## config.mk

```make
export PLATFORM = sky130hd
export DESIGN_NAME = requant_int8
export DESIGN_NICKNAME = d
export VERILOG_FILES = /design/src/rtl/mnist_accel_pkg.sv /design/src/rtl/requant_param_rf.sv /design/src/rtl/requant_int8.sv
export SDC_FILE = /design/constraint.sdc
export NUM_CORES = 2
export LEC_CHECK = 0
export CAP_MARGIN = 20
export CELL_PAD_IN_SITES_DETAIL_PLACEMENT = 1
export CELL_PAD_IN_SITES_GLOBAL_PLACEMENT = 1
export CORE_UTILIZATION = 58
export CTS_BUF_LIST = sky130_fd_sc_hd__clkbuf_4 sky130_fd_sc_hd__clkbuf_8
export CTS_CLUSTER_DIAMETER = 120
export DETAILED_ROUTE_END_ITERATION = 12
export GPL_TIMING_DRIVEN = 0
export PLACE_DENSITY = 0.95
export SLEW_MARGIN = 5
export SYNTH_ARGS = -nofsm -noshare
export SYNTH_HDL_FRONTEND = slang
export SYNTH_SLANG_ARGS = --single-unit
```

## constraint.sdc

```tcl
create_clock -name clk -period 10.9 [get_ports clk]
set_input_delay 1.09 -clock clk [delete_from_list [all_inputs] [get_ports clk]]
set_output_delay 1.09 -clock clk [all_outputs]
set_load 0.03 [all_outputs]
```

## src/rtl/mnist_accel_pkg.sv

```systemverilog
`default_nettype none
// ============================================================================
//  Package     : mnist_accel_pkg
//  Description : Shared types and constants for the MNIST CNN accelerator
//                datapath (accumulator / activation widths, requantisation
//                parameter record, INT8 saturation helper).
//  Revision    : 1.0  initial release
// ============================================================================
package mnist_accel_pkg;

    localparam int ACC_W       = 32;
    localparam int ACT_W       = 8;
    localparam int REQ_MULT_W  = 16;
    localparam int REQ_SHIFT_W = 5;

    localparam int INT8_MAX = 127;
    localparam int INT8_MIN = -128;

    typedef logic signed [ACC_W-1:0] acc_t;
    typedef logic signed [ACT_W-1:0] act_t;

    // One row of the per-channel requantisation table at the default widths.
    typedef struct packed {
        acc_t                   bias;
        logic [REQ_MULT_W-1:0]  mult;
        logic [REQ_SHIFT_W-1:0] shift;
    } requant_param_t;

    // Clamp a wide signed value into INT8. With relu set the lower bound
    // becomes 0, so ReLU and saturation share a single comparator pair.
    function automatic act_t sat_act(input logic signed [63:0] v,
                                     input logic               relu);
        logic signed [63:0] w_lo;
        act_t               w_res;
        w_lo = relu ? 64'sd0 : 64'(INT8_MIN);
        if (v > 64'(INT8_MAX)) begin
            w_res = act_t'(INT8_MAX);
        end else if (v < w_lo) begin
            w_res = act_t'(w_lo);
        end else begin
            w_res = act_t'(v);
        end
        return w_res;
    endfunction

endpackage
`default_nettype wire

```

## src/rtl/requant_param_rf.sv

```systemverilog
`default_nettype none
// ============================================================================
//  Module      : requant_param_rf
//  Description : Per-output-channel requantisation parameter table.
//                NUM_CH rows of {bias, mult, shift}; one synchronous write
//                port (configuration) and one asynchronous read port indexed
//                by the running channel counter. Resets to the identity
//                transform (bias=0, mult=1, shift=0).
//  Revision    : 1.0  initial release
//
//  Ports
//    clk       in   system clock
//    rst_n     in   asynchronous active-low reset
//    wr_en     in   write strobe
//    wr_ch     in   row to write (rows >= NUM_CH are ignored)
//    wr_bias   in   signed bias
//    wr_mult   in   unsigned multiplier
//    wr_shift  in   right-shift amount
//    rd_ch     in   row to read
//    rd_bias   out  bias of row rd_ch
//    rd_mult   out  multiplier of row rd_ch
//    rd_shift  out  shift of row rd_ch
// ============================================================================
module requant_param_rf
    import mnist_accel_pkg::*;
#(
    parameter int NUM_CH  = 16,
    parameter int MULT_W  = 16,
    parameter int SHIFT_W = 5
) (
    input  logic                      clk,
    input  logic                      rst_n,
    input  logic                      wr_en,
    input  logic [$clog2(NUM_CH)-1:0] wr_ch,
    input  acc_t                      wr_bias,
    input  logic [MULT_W-1:0]         wr_mult,
    input  logic [SHIFT_W-1:0]        wr_shift,
    input  logic [$clog2(NUM_CH)-1:0] rd_ch,
    output acc_t                      rd_bias,
    output logic [MULT_W-1:0]         rd_mult,
    output logic [SHIFT_W-1:0]        rd_shift
);

    localparam int CH_W = $clog2(NUM_CH);

    acc_t               r_bias  [NUM_CH];
    logic [MULT_W-1:0]  r_mult  [NUM_CH];
    logic [SHIFT_W-1:0] r_shift [NUM_CH];

    logic w_wr_hit;

    // When NUM_CH is a power of two every index is legal, so the range
    // check only exists for the non-power-of-two case.
    if ((2 ** CH_W) == NUM_CH) begin : g_full_range
        assign w_wr_hit = wr_en;
    end else begin : g_partial_range
        assign w_wr_hit = wr_en && (wr_ch < CH_W'(NUM_CH));
    end

    always_ff @(posedge clk or negedge rst_n) begin
        if (!rst_n) begin
            for (int i = 0; i < NUM_CH; i++) begin
                r_bias[i]  <= '0;
                r_mult[i]  <= MULT_W'(1);
                r_shift[i] <= '0;
            end
        end else if (w_wr_hit) begin
            r_bias[wr_ch]  <= wr_bias;
            r_mult[wr_ch]  <= wr_mult;
            r_shift[wr_ch] <= wr_shift;
        end
    end

    // Combinational read: the row is captured into stage 1 together with the
    // accepted beat, so a write landing on the same edge is not yet visible.
    assign rd_bias  = r_bias[rd_ch];
    assign rd_mult  = r_mult[rd_ch];
    assign rd_shift = r_shift[rd_ch];

endmodule
`default_nettype wire

```

## src/rtl/requant_int8.sv

```systemverilog
`default_nettype none
// ============================================================================
//  Module      : requant_int8
//  Description : Requantises 32-bit signed accumulator beats from the mac8
//                array to signed INT8 activations. Per-channel bias add,
//                unsigned fixed-point multiply, rounding right shift, optional
//                ReLU and saturation, in a 3-stage pipeline with a
//                valid/ready handshake and global-stall backpressure.
//  Revision    : 1.0  initial release
//
//  Ports
//    clk        in   system clock
//    rst_n      in   asynchronous active-low reset
//    in_valid   in   accumulator beat valid
//    in_ready   out  beat can be accepted this cycle
//    in_acc     in   signed accumulator value
//    in_last    in   final beat of current group (restarts channel count)
//    cfg_we     in   parameter table write strobe
//    cfg_ch     in   channel row to write
//    cfg_bias   in   signed bias
//    cfg_mult   in   unsigned multiplier
//    cfg_shift  in   right-shift amount
//    relu_en    in   clamp negatives to zero (sampled with each beat)
//    out_valid  out  requantised beat valid
//    out_ready  in   consumer accepts beat
//    out_data   out  signed INT8 result
//    out_last   out  in_last carried with its beat
// ============================================================================
module requant_int8
    import mnist_accel_pkg::*;
#(
    parameter int NUM_CH  = 16,
    parameter int MULT_W  = 16,
    parameter int SHIFT_W = 5
) (
    input  logic                      clk,
    input  logic                      rst_n,
    input  logic                      in_valid,
    output logic                      in_ready,
    input  logic signed [ACC_W-1:0]   in_acc,
    input  logic                      in_last,
    input  logic                      cfg_we,
    input  logic [$clog2(NUM_CH)-1:0] cfg_ch,
    input  logic signed [ACC_W-1:0]   cfg_bias,
    input  logic [MULT_W-1:0]         cfg_mult,
    input  logic [SHIFT_W-1:0]        cfg_shift,
    input  logic                      relu_en,
    output logic                      out_valid,
    input  logic                      out_ready,
    output logic signed [ACT_W-1:0]   out_data,
    output logic                      out_last
);

    localparam int CH_W = $clog2(NUM_CH);
    // Datapath widths chosen so no stage can overflow:
    //   bias add needs one extra bit, the product of a 33-bit signed value and
    //   a zero-extended unsigned multiplier needs 33+MULT_W+1 bits, and the
    //   rounding add needs one more.
    localparam int c_sum_w  = ACC_W + 1;
    localparam int c_prod_w = c_sum_w + MULT_W + 1;
    localparam int c_rnd_w  = c_prod_w + 1;
    localparam logic [CH_W-1:0] c_ch_max = CH_W'(NUM_CH - 1);

    // ------------------------------------------------------------------
    // Handshake / stall
    // ------------------------------------------------------------------
    logic r_out_valid;
    logic w_adv;
    logic w_accept;

    // Single global enable: the whole pipe freezes only while a result is
    // sitting on the output unconsumed. Bubbles travel with the data.
    assign w_adv    = !(r_out_valid && !out_ready);
    assign w_accept = in_valid && w_adv;
    assign in_ready = w_adv;

    // ------------------------------------------------------------------
    // Channel counter
    // ------------------------------------------------------------------
    logic [CH_W-1:0] r_ch;

    always_ff @(posedge clk or negedge rst_n) begin
        if (!rst_n) begin
            r_ch <= '0;
        end else if (w_accept) begin
            if (in_last || (r_ch == c_ch_max)) begin
                r_ch <= '0;
            end else begin
                r_ch <= r_ch + 1'b1;
            end
        end
    end

    // ------------------------------------------------------------------
    // Parameter table
    // ------------------------------------------------------------------
    acc_t               w_rd_bias;
    logic [MULT_W-1:0]  w_rd_mult;
    logic [SHIFT_W-1:0] w_rd_shift;

    requant_param_rf #(
        .NUM_CH  (NUM_CH),
        .MULT_W  (MULT_W),
        .SHIFT_W (SHIFT_W)
    ) u_param_rf (
        .clk      (clk),
        .rst_n    (rst_n),
        .wr_en    (cfg_we),
        .wr_ch    (cfg_ch),
        .wr_bias  (cfg_bias),
        .wr_mult  (cfg_mult),
        .wr_shift (cfg_shift),
        .rd_ch    (r_ch),
        .rd_bias  (w_rd_bias),
        .rd_mult  (w_rd_mult),
        .rd_shift (w_rd_shift)
    );

    // ------------------------------------------------------------------
    // Stage 1: bias add (computed on the way in)
    // ------------------------------------------------------------------
    logic signed [c_sum_w-1:0] w_sum;

    assign w_sum = {in_acc[ACC_W-1], in_acc} + {w_rd_bias[ACC_W-1], w_rd_bias};

    logic                      r_s1_valid;
    logic signed [c_sum_w-1:0] r_s1_sum;
    logic [MULT_W-1:0]         r_s1_mult;
    logic [SHIFT_W-1:0]        r_s1_shift;
    logic                      r_s1_relu;
    logic                      r_s1_last;

    // ------------------------------------------------------------------
    // Stage 2: multiply. Operands are extended to the full product width
    // before the multiply so the result is computed at that width.
    // ------------------------------------------------------------------
    logic signed [c_prod_w-1:0] w_prod;

    assign w_prod = $signed({{(c_prod_w - c_sum_w){r_s1_sum[c_sum_w-1]}}, r_s1_sum})
                  * $signed({{(c_prod_w - MULT_W){1'b0}}, r_s1_mult});

    logic                       r_s2_valid;
    logic signed [c_prod_w-1:0] r_s2_prod;
    logic [SHIFT_W-1:0]         r_s2_shift;
    logic                       r_s2_relu;
    logic                       r_s2_last;

    // ------------------------------------------------------------------
    // Stage 3: round-half-up shift, then clamp. With shift=0 the rounding
    // constant is zero and the shift is a no-op, so one path covers both.
    // ------------------------------------------------------------------
    logic signed [c_rnd_w-1:0] w_prod_ext;
    logic signed [c_rnd_w-1:0] w_round;
    logic signed [c_rnd_w-1:0] w_rnd;
    logic signed [c_rnd_w-1:0] w_scaled;
    act_t                      w_sat;

    assign w_prod_ext = {r_s2_prod[c_prod_w-1], r_s2_prod};
    assign w_round    = (r_s2_shift == '0) ? '0
                      : (c_rnd_w'(1) << (r_s2_shift - SHIFT_W'(1)));
    assign w_rnd      = w_prod_ext + w_round;
    assign w_scaled   = w_rnd >>> r_s2_shift;
    assign w_sat      = sat_act({{(64 - c_rnd_w){w_scaled[c_rnd_w-1]}}, w_scaled},
                                r_s2_relu);

    logic r_out_last;
    act_t r_out_data;

    // ------------------------------------------------------------------
    // Pipeline registers. Payload registers load only behind a valid beat;
    // valid bits always shift so bubbles are preserved.
    // ------------------------------------------------------------------
    always_ff @(posedge clk or negedge rst_n) begin
        if (!rst_n) begin
            r_s1_valid  <= 1'b0;
            r_s1_sum    <= '0;
            r_s1_mult   <= '0;
            r_s1_shift  <= '0;
            r_s1_relu   <= 1'b0;
            r_s1_last   <= 1'b0;
            r_s2_valid  <= 1'b0;
            r_s2_prod   <= '0;
            r_s2_shift  <= '0;
            r_s2_relu   <= 1'b0;
            r_s2_last   <= 1'b0;
            r_out_valid <= 1'b0;
            r_out_data  <= '0;
            r_out_last  <= 1'b0;
        end else if (w_adv) begin
            r_s1_valid <= in_valid;
            if (in_valid) begin
                r_s1_sum   <= w_sum;
                r_s1_mult  <= w_rd_mult;
                r_s1_shift <= w_rd_shift;
                r_s1_relu  <= relu_en;
                r_s1_last  <= in_last;
            end

            r_s2_valid <= r_s1_valid;
            if (r_s1_valid) begin
                r_s2_prod  <= w_prod;
                r_s2_shift <= r_s1_shift;
                r_s2_relu  <= r_s1_relu;
                r_s2_last  <= r_s1_last;
            end

            r_out_valid <= r_s2_valid;
            if (r_s2_valid) begin
                r_out_data <= w_sat;
                r_out_last <= r_s2_last;
            end
        end
    end

    assign out_valid = r_out_valid;
    assign out_data  = r_out_data;
    assign out_last  = r_out_last;

endmodule
`default_nettype wire

```

==> metrics.txt, run 1 <==
Num CTS Buffers=~160; Post-synth EDFFs=0; RD Place Congestion=between 1 and 1.5; Die Wd=around 350 um; initial core utilization=0.5839; Ports=~110; last stage reached=global routing (5_1_grt); leading area contributor after synthesis=dfrtp_1; post-place setup slack=-0.02113 ns; Longest Clk Path Bufs=3; FF+latch count, synth=977; GRT overflow=approximately 480; Err=[ERROR GRT-0232] Routing congestion too high. Check the congestion heatmap in the GUI.; Seq/Total Area, Yosys=0.3498; synth unique cells=91; Synth Cell Area=~70000 um2; Clk Tree Root Cell=clkbuf_8; Yosys top cell area share=0.3438; worst ep type=register input; Ys Warns=0; H-tree lvl count=4; GRT Total Usage=0.8033; Port Buf Inserts=about 110; Post-Synthesis Net Count=about 6900; clock sink count=977; # rows=127; top cells by area, synth=dfrtp_1, mux2_2, fa_1; largest net degree at the start of global routing=approximately 120; Worst endpoint, post-GRT repair=r_s2_prod[49]$_DFFE_PN0P_/D; Detailed Place HPWL=213900 um; mean post-synth cell area=roughly 12 um2; Post-synth top flop=dfrtp_1; die height=349.3 um; Async SR Flop Fraction=1.000; Mapped Cells=around 6000; status=stopped before the end
-- cell usage after synthesis (53+ instances only) --
| library cell | number |
|---|---|
| dfrtp_1 | 961 |
| mux2_2 | 910 |
| inv_1 | 586 |
| nand2_1 | 549 |
| fa_1 | 505 |
| clkbuf_1 | 355 |
| mux4_2 | 282 |
| and2_1 | 228 |
| ha_1 | 227 |
| nor2_1 | 196 |
| o21ai_0 | 174 |
| a21oi_1 | 145 |
| nand3_1 | 67 |
| a21o_1 | 56 |
| nor3_1 | 53 |
-- metrics by stage --
step	hold slack (ns)	instance area, um2	cells
after detailed placement	0.4916	73400	7771
after CTS	0.1108	77110	8064
after floorplan	0.4331	69950	6036
after global placement	0.4798	73030	7754
-- routing by layer --
layer	overflow	GRT usage
met5	6	0.5334
met4	174	0.7836
met3	40	0.7105
met2	227	0.9042
met1	32	0.8087
-- logic make-up after synthesis --
group / synth area share
other: 0.00005361
muxes: 0.2437
AOI/OAI and AO/OA: 0.06711
adders and majority gates: 0.1851
buffers and inverters: 0.05353
xor gates and xnor gates: 0.01214
DFF: 0.3498
and+or+nand+nor: 0.08861
-- timing repair --
| action | 4_1_cts |
|---|---|
| resized for setup | 2 |
| setup endpoints to repair | 8 |
| hold buffers | 0 |
| buffers inserted | 0 |
| hold endpoints to repair | 0 |
==> run 2, diff against run 1 <==
- CELL_PAD_IN_SITES_DETAIL_PLACEMENT: 1 -> not set
- CELL_PAD_IN_SITES_GLOBAL_PLACEMENT: 1 -> not set
- CORE_UTILIZATION: 58 -> 40
- CTS_BUF_LIST: sky130_fd_sc_hd__clkbuf_4 sky130_fd_sc_hd__clkbuf_8 -> not set
- CTS_CLUSTER_DIAMETER: 120 -> not set
- PLACE_DENSITY: 0.95 -> not set
- PLACE_DENSITY_LB_ADDON: not set -> 0.15
==> run 2 against run 1 <==
  * The flow now finishes without violations
  * Area after synthesis unchanged
  * Synthesized cell count did not move
==> metrics.txt, run 2 <==
commonest non-fill, non-tap cell in the layout=dfrtp_1; Area Growth Syn to Fin=11.77%; max reg flops=512; dpl cell area=74510 um2 (+1.5%); Tmin final=just over 10 ns; max-cap violation count=0; RSZ-0062 raised after global routing=false; Post-synth EDFFs=0 (unchanged); largest registers=u_param_rf.r_bias x512, u_param_rf.r_mult x256, u_param_rf.r_shift x80; Mapped Cells=6036 (unchanged); crit path launch type=flop; vias per cell=around 5.6; Async SR Flop Fraction=1.000 (unchanged); Layout fillers=around 16000; antenna viol nets, final=0; Seq/Total Area, Yosys=0.3498 (unchanged); Worst EP required=about 12 ns; Die Wd=420.2 um (+20%); Clk Tree Root Cell=clkbuf_16; DRC Markers=0; initial antenna violation count=16; Rel. slew slack=0.2466; Setup Viol. Count Final=0; postcts setup bufs=0 (unchanged); Top reg by flops=u_param_rf.r_bias; DR WL/cell=25.03 um; hold-fix buffers at CTS=0 (unchanged); core area=~170000 um2; R2R Setup Slk=~0.51 ns; Arr. time, crit path=~11 ns; Yosys top cell area share=0.3438 (unchanged); DIE AREA=approximately 180000 um2; Detailed Place HPWL=167200 um (-22%); Reg-to-Reg End=out_data[7]$_DFFE_PN0P_; # rows=153 (+20%); vias=just under 50000; Post-Synthesis Net Count=6864 (unchanged); Worst Tran Pin Value=between 1 and 1.5 ns; worst r2r src=r_s2_shift[2]$_DFFE_PN0P_; DR pass1 iterations=5; Crit path largest cell delay=~0.57 ns; first-pass GRT wire length=about 330000 um; clock sink count=977 (unchanged); status=completed; share of cells above drive strength 1=0.2287; Post-CTS Resized=0 (-2); Starting DRT DRC Count=3471; Num CTS Buffers=108 (-33%); Worst Setup End Kind=flop; die height=420.2 um (+20%); vias in the first global route=50600; TritonCTS clock tree=yes; maximum clock rate=just under 100 MHz; number of nets in the layout=7120; setup TNS=0 ns; initial core utilization=0.4025 (-0.1814); hold crit path type=in -> async; Clk pin slew, worst setup/hold paths=about 0.090 ns; Setup Crit Path Kind=reg -> reg; Post-synth top flop=dfrtp_1; worst-path fanout max=10; Ys Warns=0 (unchanged); RD Place Congestion=0.9625 (-4.2%); FF+latch count, synth=977 (unchanged); top cells by area, synth=dfrtp_1, mux2_2, fa_1; Worst Reg2Reg Path Length in Cells=35; GRT overflow=0; GRT Total Usage=0.2511; synth unique cells=91 (unchanged); synth cell count leaders=dfrtp_1, mux2_2, inv_1; Clock Skews=roughly 0.048 ns; H-tree lvl count=3 (-1); mean post-synth cell area=11.59 um2 (unchanged); Worst setup startpoint=r_s2_shift[2]$_DFFE_PN0P_; Ports=107 (unchanged); Clk Latency, worst-skew pair=roughly 0.75 ns; Port Buf Inserts=106 (unchanged); largest net degree at the start of global routing=between 150 and 200; Slowest cell on crit path=buf_1; leading area contributor after synthesis=dfrtp_1; commonest non-fill, non-tap cells in the layout=dfrtp_1, mux2_2, inv_1; Final Max Tran Viols=0; Finished Cell Area=between 70000 and 80000 um2; final worst path period share=0.9533; Longest Clk Path Bufs=3 (unchanged); most numerous cell in the Yosys netlist=dfrtp_1; Routed Wire Length=roughly 220000 um; endpoints failing hold=0; Synth Cell Area=69950 um2 (unchanged)
-- run 2: worst max-delay path: cells and delay by family (launching register included) --
family	cells	cell delay, ns
adders and majority gates	3	0.91
DFF	1	0.36
AOI/OAI and AO/OA	14	3.74
and+or+nand+nor	8	1.74
buffers and inverters	7	2.45
xor gates and xnor gates	1	0.15
muxes	2	0.91
-- run 2: area by class of cell --
type	count	area (um2)	area share
sequential	977	24470	0.3130
clock inverter	35	442.9	0.005665
timing repair buffer	147	1710	0.02188
antenna	6	15.01	0.0001920
multi-input combinational	4063	41750	0.5340
buffer	408	1546	0.01978
tap	2325	2909	0.03721
clock buffer	154	3138	0.04013
inverter	587	2203	0.02818
-- run 2: how the worst max path moves through the flow --
stage | slack [ns] | depth (start not counted) | to
4_1_cts | 0.29 | 34 | out_data[5]$_DFFE_PN0P_
5_1_grt | 0.02 | 34 | out_data[7]$_DFFE_PN0P_
2_1_floorplan | 3.45 | 34 | out_data[6]$_DFFE_PN0P_
3_5_place_dp | 0.38 | 35 | out_data[7]$_DFFE_PN0P_
3_3_place_gp | -36.98 | 1 | u_param_rf.r_mult[109]$_DFFE_PN0P_
6_report | 0.51 | 35 | out_data[7]$_DFFE_PN0P_
-- run 2: through the flow --
step                hold WS (ns)  std cells  setup WS [ns]  utilization
floorplan                 0.4331       6036          3.452            -
global placement          0.4745       8467         -36.98       0.4253
detailed placement        0.4768       8503         0.3829       0.4287
CTS                       0.4272       8692         0.2899       0.4493
global route              0.4686       8698        0.01730       0.4498
finish                    0.4258       8702         0.5095       0.4498
-- run 2: metal layers --
layer / vias to the layer above / global-route usage / routed length [um]
li1: 21420 / - / -
met1: 25850 / 0.3402 / 94370
met2: 1220 / 0.4215 / 106700
met4: 12 / 0.07698 / 6956
met5: - / 0 / 82
met3: 327 / 0.02888 / 9666
-- run 2: cells by family (layout without fill, tap and decap cells) --
family          count (synthesis)  after routing  synth area share
compound gates                702            702           0.06711
xor+xnor                       97             97           0.01214
fa+ha+maj                     732            732            0.1851
buf+inv                       996           1331           0.05353
flops                         977            977            0.3498
mux                          1235           1235            0.2437
other cells                     1              7        0.00005361
simple gates                 1296           1296           0.08861
Power of run 2 is left out: the tool's default activity adds up to more than one toggle a clock period on the data nets, which glitch-free logic cannot reach.
